===== src/rtl/mysystem_mul_arb_pkg.sv =====
// Shared definitions for the multiplier-sharing arbiter: widths, owner tag type
// and a one-hot to index helper.
package mysystem_mul_arb_pkg;

    localparam int unsigned DATA_W      = 32;
    localparam int unsigned RES_W       = 2 * DATA_W;
    localparam int unsigned MAX_REQ     = 8;
    localparam int unsigned MAX_TAG_W   = $clog2(MAX_REQ);
    localparam int unsigned NUM_REQ_DEF = 2;
    localparam int unsigned TAG_W       = (NUM_REQ_DEF > 1) ? $clog2(NUM_REQ_DEF) : 1;

    typedef logic [TAG_W-1:0] tag_t;

    // Input must be one-hot or zero; zero maps to index 0.
    function automatic logic [MAX_TAG_W-1:0] onehot_to_idx(input logic [MAX_REQ-1:0] oh);
        logic [MAX_TAG_W-1:0] idx;
        idx = '0;
        for (int unsigned i = 0; i < MAX_REQ; i++) begin
            if (oh[i]) begin
                idx = idx | MAX_TAG_W'(i);
            end
        end
        return idx;
    endfunction

endpackage


===== src/rtl/mysystem_mul_share_arb_arbiter.sv =====
// Round-robin arbiter: grant is the first request above the last winner,
// wrapping; the pointer moves only when the grant is actually taken.
module mysystem_rr_arbiter
    import mysystem_mul_arb_pkg::*;
#(
    parameter  int unsigned NUM_REQ = 2,
    localparam int unsigned IDX_W   = (NUM_REQ > 1) ? $clog2(NUM_REQ) : 1
) (
    input  logic               clk,
    input  logic               reset_n,
    input  logic [NUM_REQ-1:0] req,
    input  logic               advance,
    output logic [NUM_REQ-1:0] grant_c,
    output logic [IDX_W-1:0]   grant_idx_c
);

    logic [IDX_W-1:0] ptr_q;
    logic [IDX_W-1:0] ptr_d;
    logic [IDX_W-1:0] cand;
    logic             found;

    always_comb begin
        grant_c = '0;
        cand    = '0;
        found   = 1'b0;
        for (int unsigned k = 1; k <= NUM_REQ; k++) begin
            cand = IDX_W'((32'(ptr_q) + k) % NUM_REQ);
            if (!found && req[cand]) begin
                grant_c[cand] = 1'b1;
                found         = 1'b1;
            end
        end
        grant_idx_c = IDX_W'(onehot_to_idx(MAX_REQ'(grant_c)));
        ptr_d       = advance ? grant_idx_c : ptr_q;
    end

    // Reset to the last requester so requester 0 wins first.
    always_ff @(posedge clk or negedge reset_n) begin
        if (!reset_n) begin
            ptr_q <= IDX_W'(NUM_REQ - 1);
        end else begin
            ptr_q <= ptr_d;
        end
    end

endmodule


===== src/rtl/mysystem_mul_share_arb.sv =====
// Shares one 2-stage pipelined multiplier cell between NUM_REQ requesters and
// routes each product back to the requester that issued it.
module mysystem_mul_share_arb
    import mysystem_mul_arb_pkg::*;
#(
    parameter  int unsigned NUM_REQ = NUM_REQ_DEF,
    localparam int unsigned IDX_W   = (NUM_REQ > 1) ? $clog2(NUM_REQ) : 1
) (
    input  logic                      clk,
    input  logic                      reset_n,
    input  logic [NUM_REQ-1:0]        req_valid,
    output logic [NUM_REQ-1:0]        req_ready,
    input  logic [NUM_REQ*DATA_W-1:0] req_src1,
    input  logic [NUM_REQ*DATA_W-1:0] req_src2,
    input  logic [NUM_REQ-1:0]        req_src1_sgn,
    input  logic [NUM_REQ-1:0]        req_src2_sgn,
    output logic [NUM_REQ-1:0]        rsp_valid,
    input  logic [NUM_REQ-1:0]        rsp_ready,
    output logic [RES_W-1:0]          rsp_result,
    output logic [DATA_W-1:0]         mul_src1,
    output logic [DATA_W-1:0]         mul_src2,
    output logic                      mul_src1_sgn,
    output logic                      mul_src2_sgn,
    output logic                      mul_in_en,
    output logic                      mul_out_en,
    input  logic [RES_W-1:0]          mul_result
);

    logic             s1_v_q,   s1_v_d;
    logic             s2_v_q,   s2_v_d;
    logic [IDX_W-1:0] s1_tag_q, s1_tag_d;
    logic [IDX_W-1:0] s2_tag_q, s2_tag_d;

    logic [NUM_REQ-1:0] req_act;
    logic [NUM_REQ-1:0] grant;
    logic [IDX_W-1:0]   grant_idx;
    logic               rsp_fire;
    logic               issue;

    // Requests are ignored while reset is held so nothing is granted or driven.
    assign req_act = req_valid & {NUM_REQ{reset_n}};

    mysystem_rr_arbiter #(
        .NUM_REQ (NUM_REQ)
    ) u_arb (
        .clk         (clk),
        .reset_n     (reset_n),
        .req         (req_act),
        .advance     (issue),
        .grant_c     (grant),
        .grant_idx_c (grant_idx)
    );

    always_comb begin
        rsp_fire   = s2_v_q & rsp_ready[s2_tag_q];
        mul_out_en = reset_n & (~s2_v_q | rsp_fire);
        mul_in_en  = reset_n & (~s1_v_q | mul_out_en);
        req_ready  = grant & {NUM_REQ{mul_in_en}};
        issue      = |req_ready;

        mul_src1     = '0;
        mul_src2     = '0;
        mul_src1_sgn = 1'b0;
        mul_src2_sgn = 1'b0;
        for (int unsigned i = 0; i < NUM_REQ; i++) begin
            if (grant[i]) begin
                mul_src1     = req_src1[i*DATA_W +: DATA_W];
                mul_src2     = req_src2[i*DATA_W +: DATA_W];
                mul_src1_sgn = req_src1_sgn[i];
                mul_src2_sgn = req_src2_sgn[i];
            end
        end

        rsp_valid = '0;
        if (s2_v_q) begin
            rsp_valid[s2_tag_q] = 1'b1;
        end
        rsp_result = mul_result;

        // Tags shadow the cell registers, so they move on the same enables.
        s1_v_d   = s1_v_q;
        s1_tag_d = s1_tag_q;
        s2_v_d   = s2_v_q;
        s2_tag_d = s2_tag_q;
        if (mul_out_en) begin
            s2_v_d   = s1_v_q;
            s2_tag_d = s1_tag_q;
        end
        if (mul_in_en) begin
            s1_v_d   = issue;
            s1_tag_d = grant_idx;
        end
    end

    always_ff @(posedge clk or negedge reset_n) begin
        if (!reset_n) begin
            s1_v_q   <= 1'b0;
            s1_tag_q <= '0;
            s2_v_q   <= 1'b0;
            s2_tag_q <= '0;
        end else begin
            s1_v_q   <= s1_v_d;
            s1_tag_q <= s1_tag_d;
            s2_v_q   <= s2_v_d;
            s2_tag_q <= s2_tag_d;
        end
    end

endmodule

===== config.mk =====
export PLATFORM = sky130hd
export DESIGN_NAME = mysystem_mul_share_arb
export DESIGN_NICKNAME = d
export VERILOG_FILES = /design/src/rtl/mysystem_mul_arb_pkg.sv /design/src/rtl/mysystem_mul_share_arb_arbiter.sv /design/src/rtl/mysystem_mul_share_arb.sv
export SDC_FILE = /design/constraint.sdc
export NUM_CORES = 1
export LEC_CHECK = 0
export CAP_MARGIN = 20
export CORE_AREA = 2 2 132 134
export DETAILED_ROUTE_END_ITERATION = 8
export DIE_AREA = 0 0 134 136
export SLEW_MARGIN = 10
export SYNTH_ARGS = -nofsm -noshare
export SYNTH_HDL_FRONTEND = slang
export SYNTH_SLANG_ARGS = --single-unit

===== constraint.sdc =====
create_clock -name clk -period 1.3 [get_ports clk]
set_input_delay 0.26 -clock clk [delete_from_list [all_inputs] [get_ports clk]]
set_output_delay 0.26 -clock clk [all_outputs]
set_load 0.01 [all_outputs]

==> impl_results.md, run 1 <==
* First drt pass iteration count at 4
* Initial antenna violation count at 0
* Final net count at 559
* Fmax at slightly above 500 MHz
* Yosys warnings at 0
* Leak pwr at between 1.5 and 2 nW
* Clock slew at the register clock pins of the worst setup and hold paths at roughly 0.03 ns
* Ys async rst share at 1.000
* Required time of the critical path at 1.04 ns
* Met3 WL at 1.021 mm
* Final hold slack at 0.1400 ns
* Worst endpoint data arrival time at 1.69 ns
* Failing checks: setup timing
* DRT antenna net count at 0
* Hold Fails Final Rpt at 0
* DR vias/cell at ~3.7
* Sw Share at 0.3433
* CP Launch Type: flop
* Largest net degree at the start of global routing at 30
* Area occupied by multi-input gates at around 820 sq um
* Worst Path Class, Setup: reg -> out
* Post-synth EDFFs at 0
* Crit share post-route at 1.501
* Initial DRC count at 53
* Clk Latency, worst-skew pair at between 0.2 and 0.25 ns
* Worst-margin pin slew at around 0.23 ns
* Main flop type after synthesis: dfrtp_1
* Met1 WL at 3.599 mm
* RePlAce Congestion at 0.7431
* Final setup fails at 71
* Sequential element share of the synthesized area at 0.08625
* Crit. Startpoint: u_arb.ptr_q
* Most area-consuming cells after synthesis: a22o_1 40%, buf_4 37%, dfrtp_1 6.8%
* CTS sink count at 5
* Starting Density at 0.08682
* Count of state elements after synthesis at 5
* Slew Viols, Final at 0
* Area grow syn2layout at 157.1%
* H-tree depth at 1
* Area leader, netlist: a22o_1
* I/O Buffers at 209
* IO Pins at 338
* # rows at 48
* Fill cell count at around 1900
* First-pass GRT wire length at 12.77 mm
* CTS Buf Count at 3
* Post-route clock skew at between 0.0008 and 0.0009 ns
* Vias in the first global route at 2231
* DPL Wire Length at 6.304 mm
* Worst r2r src: s2_tag_q
* Power Density at 838.5 nW/um^2
* WL/cell at 16.44 um
* Routed WL at 9.550 mm
* Antenna Cells at 0
* Logic pwr share at 0.754
* Run status: finished, violations left
* Met2 WL post-DR at 4.635 mm
* Clock Power Share at 0.163
* Critical Path Fanout Max at 5
* Hold Buf Count CTS at 0
* Layout cell share with drive strength beyond 1 at 0.3764
* Mapped Avg Cell Area at 8.140 sq um
* RSZ-0062 raised after global routing: yes
* Grt total ovfl at 0
* Reg2Reg Setup Slack at 0.01 ns
* Die height at 136 um
* Synth cell count leaders: 72 x buf_4, 67 x a22o_1, 6 x buf_2
* Flop pwr share at 0.083
* Hold crit path type: in -> async
* Most frequent cell after synthesis: buf_4
* Core box area at 16880 sq um
* P_sw at 1.084 mW
* Sequential Area at 126.4 sq um
* Die Wd at about 130 um
* Int Power at 2.075 mW
* Die Area at around 18000 sq um
* TritonCTS clock tree: done
* CP Capture Point: mul_src1[15]
* CTS root buffer: clkbuf_16
* Max-slew headroom at 0.8440
* Synth cell types at 25
* DR DRC count at 0
* GRT Total Usage at 0.09084
* Mapped Area at 1465 sq um
* Tot Pwr at between 3 and 4 mW
* Clk buf depth at 2
* CP Capture Type: output port
* Yosys top cell area share at 0.4005
* Syn_nets at 382
* VDD IR max at around 560 uV
* R2R Path End: s1_tag_q
* R2R depth at 6
* DR vias at 2123
* Highest metal used: met4
* Setup TNS Final at -40.11 ns
* Max-capacitance violation count at 0
* Gate Count Post-Synth at 180
* Minimum clock period at 1.951 ns
* Final setup margin at -0.6514 ns
-- final cells by class --
class                           count  area share
Timing Repair Buffer              251      0.6493
Multi-Input combinational cell     93      0.2185
Tap cell                          225     0.07473
Sequential cell                     5     0.03354
Clock buffer                        4     0.02092
Inverter                            3    0.002989
-- worst min-delay path by stage --
stage / startpoint / end / cells after the start
after floorplan: reset_n / s1_tag_q / 0
after global placement: s1_tag_q / s1_tag_q / 1
after detailed placement: s1_tag_q / s1_tag_q / 1
after CTS: reset_n / s1_tag_q / 2
after global routing: reset_n / s1_tag_q / 2
final: reset_n / s1_v_q / 2
-- power groups by stage --
stage | registers, mW | logic, mW | clock network (mW)
6_report | 0.263 | 2.38 | 0.514
3_3_place_gp | 0.264 | 1.98 | 0
4_1_cts | 0.262 | 2.32 | 0.520
3_5_place_dp | 0.267 | 2.00 | 0
2_1_floorplan | 0.263 | 0.945 | 0
5_1_grt | 0.267 | 2.54 | 0.528
-- layout by cell type, fill, tap and decap left out, drive strengths merged, types with 2 or more instances in the layout --
master	n
a21o	2
dfrtp	4
clkbuf	9
a22o	67
buf	109
o21ai	2
nand2	4
inv	3
dlygate4sd2	5
clkdlybuf4s50	132
nor2	4
a21oi	3
-- critical path, stage by stage (launching register included) --
cell	delay, ns
dfstp_2	0.54
inv_2	0.05
a21oi_4	0.18
buf_12	0.13
buf_12	0.13
buf_16	0.11
a22o_1	0.16
buf_2	0.15
-- metrics by stage --
step | worst slack [ns] | utilization | instances | area [sq um]
floorplan | -0.1493 | - | 180 | 1488
global placement | -1.030 | 0.2051 | 552 | 3461
detailed placement | -1.049 | 0.2051 | 552 | 3461
CTS | -0.6591 | 0.2195 | 577 | 3705
global route | -0.7038 | 0.2232 | 581 | 3767
finish | -0.6514 | 0.2232 | 581 | 3767
-- per-layer routing --
metal	vias up	track usage
met4	0	0.03664
met5	-	0
met1	966	0.1004
met2	156	0.1564
li1	969	-
met3	32	0.03542
-- registers in the layout, indices dropped and copies added, names as in the netlist --
signal and count:
s2_v_q 1, s1_tag_q 1, s2_tag_q 1, s1_v_q 1, u_arb.ptr_q 1
-- repair_timing --
item | CTS | global route
cloned | 9 | 4
pin swaps | 21 | 23
gates resized for setup | 320 | 15
setup buffers | 13 | 2
setup endpoints to repair | 74 | 74
-- logic make-up after synthesis --
logic type,synth area share
flops,0.08626
buf+inv,0.4048
simple gates,0.04185
mux,0.007685
compound gates,0.4594
Power figures use the tool's default switching activity.
==> run 2: changes to the inputs <==
Settings changed: MAX_ROUTING_LAYER set to met4.
Clock period 1.3 ns to 1.78 ns, I/O delays scaled along.
==> run 2 against run 1 <==
The flow still finishes with violations (setup timing). Routed wire length rose by 12%. Core utilization fell by 0.13 points. First-iteration DRC count rose by 28%. Clock power fell by 28%. Clock skew rose by 0.0016 ns. Non-clock buffer count rose by 2. Via count rose by 1.1%.
==> impl_results.md, run 2 (synthesis gave the netlist of run 1 again) <==
* Final net count at 561 (+0.36%)
* Critical Path Fanout Max at 6 (+1)
* Grt total ovfl at 0 (unchanged)
* Clk Latency, worst-skew pair at 0.23 ns (about the same)
* Starting Density at 0.08682 (unchanged)
* DR vias at 2146 (+1.1%)
* Commonest non-fill, non-tap cell in the layout: clkdlybuf4s50_1
* Final setup margin at -0.2344 ns (+0.4170 ns)
* WL/cell at 18.29 um (+11%)
* Final setup fails at 67 (-5.6%)
* Initial antenna violation count at 0 (unchanged)
* Tot Pwr at 2.236 mW (-29%)
* Layout cell share with drive strength beyond 1 at 0.3575 (-0.01886)
* Antenna Cells at 0 (unchanged)
* GRT Total Usage at 0.1020 (+0.01119)
* Worst Path Class, Setup: reg -> out
* Failing checks: setup timing
* Max-capacitance violation count at 0 (unchanged)
* # rows at 48 (unchanged)
* Crit share post-route at 1.132
* Max-slew headroom at 0.7838 (-0.06023)
* First drt pass iteration count at 4 (unchanged)
* Vias in the first global route at 2189 (-1.9%)
* RSZ-0062 raised after global routing: yes
* Run status: finished, violations left
* Worst-path cell chain: buf_6 -> a21oi_4 -> clkbuf_16 -> buf_8 -> a22o_1 -> buf_2
* Fmax at between 400 and 500 MHz
* Initial DRC count at 68 (+28%)
* DR DRC count at 0 (unchanged)
* Routed WL at 10.66 mm (+12%)
* Hold crit path type: in -> async
* Clk buf depth at 2 (unchanged)
* Required time of the critical path at 1.42 ns (+0.38 ns)
* Crit-path slowest cell: dfstp_2
* DPL Wire Length at 6.826 mm (+8.3%)
* Crit-path max cell delay at 0.37 ns (-0.17 ns)
* Largest net degree at the start of global routing at 18 (-40%)
* Core box area at 16880 sq um (unchanged)
* VDD IR max at 688.7 uV (+22%)
* CP Launch Type: flop
* Setup TNS Final at -12.23 ns (+27.88 ns)
* Die Area at 18220 sq um (unchanged)
* Hold Buf Count CTS at 0 (unchanged)
* DRT antenna net count at 0 (unchanged)
* I/O Buffers at 209 (unchanged)
* DR vias/cell at 3.681 (+0.74%)
* RePlAce Congestion at 0.7430 (about the same)
* CP Capture Type: output port
* Slew Viols, Final at 0 (unchanged)
* CTS Buf Count at 3 (unchanged)
* TritonCTS clock tree: done
* CTS root buffer: clkbuf_16
* Commonest cells after routing, fill and taps aside: 132 x clkdlybuf4s50_1, 66 x a22o_1, 60 x buf_2, 20 x buf_6, 13 x buf_4
* Post-route clock skew at 0.002434 ns (+0.001571 ns)
* First-pass GRT wire length at 13.69 mm (+7.2%)
* Die Wd at 134 um (unchanged)
* Minimum clock period at 2.014 ns
* H-tree depth at 1 (unchanged)
* Leak pwr at 1.690 nW (+0.67%)
* Clock slew at the register clock pins of the worst setup and hold paths at 0.03 ns (about the same)
* Area grow syn2layout at 155.6%
* Worst endpoint data arrival time at 1.66 ns (-0.03 ns)
* Worst-margin pin slew at 0.3236 ns (+0.09015 ns)
* CTS sink count at 5 (unchanged)
* Die height at 136 um (unchanged)
* Hold Fails Final Rpt at 0 (unchanged)
* IO Pins at 338 (unchanged)
* Power Density at 597.1 nW/um^2 (-29%)
==> run 2: cell types whose count changed in the layout (fill, tap and decap cells not counted), moves of 2 or more <==
| cell | previous run | this run |
|---|---|---|
| buf_2 | 68 | 60 |
| clkbuf_2 | 1 | 3 |
| buf_16 | 8 | 4 |
| buf_12 | 8 | 5 |
| buf_6 | 14 | 20 |
| clkdlybuf4s15_1 | 0 | 2 |
| buf_4 | 9 | 13 |
==> run 2: worst paths after layout <==
| path | slack, ns | startpoint | end | depth (start not counted) |
|---|---|---|---|---|
| max | -0.23 | u_arb.ptr_q | mul_src1[12] | 6 |
| min | 0.26 | reset_n | s1_tag_q | 2 |
| max reg2reg | 0.52 | s2_tag_q | u_arb.ptr_q | 4 |
| min reg2reg | 0.51 | s1_v_q | s2_v_q | 1 |
| max in group asynchronous | 1.28 | reset_n | u_arb.ptr_q | 2 |
| min in group clk | 0.51 | s1_v_q | s2_v_q | 1 |
==> run 2: report_power, final <==
part	internal (mW)	switching (mW)	total [mW]
sequential	0.162	0.0310	0.193
combinational	1.00	0.673	1.67
clock	0.297	0.0730	0.370
total	1.46	0.777	2.24
==> run 2: layer usage <==
layer / part of all wire / global-route usage / wire (um)
met5: 0 / - / 0
met2: 0.49 / 0.1726 / 5227
met1: 0.37 / 0.1055 / 3983
met4: 0.031 / 0.04374 / 335
met3: 0.10 / 0.04064 / 1117
==> run 2: area by class of cell <==
class                      count  area, sq um
inverter                       3        11.26
fill                        1852        13130
sequential                     5        126.4
tap                          225        281.5
clock buffer                   4        78.83
timing repair buffer         253         2440
multi-input combinational     93        807.0
==> run 2: metrics by stage <==
step / instances / worst slack [ns] / utilization / instance area (sq um) / hold WS, ns
floorplan: 180 / 0.1875 / - / 1465 / 0.06041
global placement: 549 / -0.7882 / 0.2029 / 3425 / 0.4920
detailed placement: 549 / -0.8085 / 0.2029 / 3425 / 0.4974
CTS: 572 / -0.2994 / 0.2115 / 3570 / 0.2945
global route: 583 / -0.3067 / 0.2219 / 3745 / 0.2801
finish: 583 / -0.2344 / 0.2219 / 3745 / 0.2597
==> run 2: repair_timing <==
item | in CTS | in global routing
setup endpoints to repair | 70 | 71
pin swaps | 24 | 25
setup buffers | 13 | 10
resized for setup | 305 | 26
gates cloned | 6 | 5
==> run 2: worst max-delay path, delay by kind of cell, from the launching register on <==
kind	cells	cell delay, ns
buf+inv	4	0.60
compound gates	2	0.45
flops	1	0.37
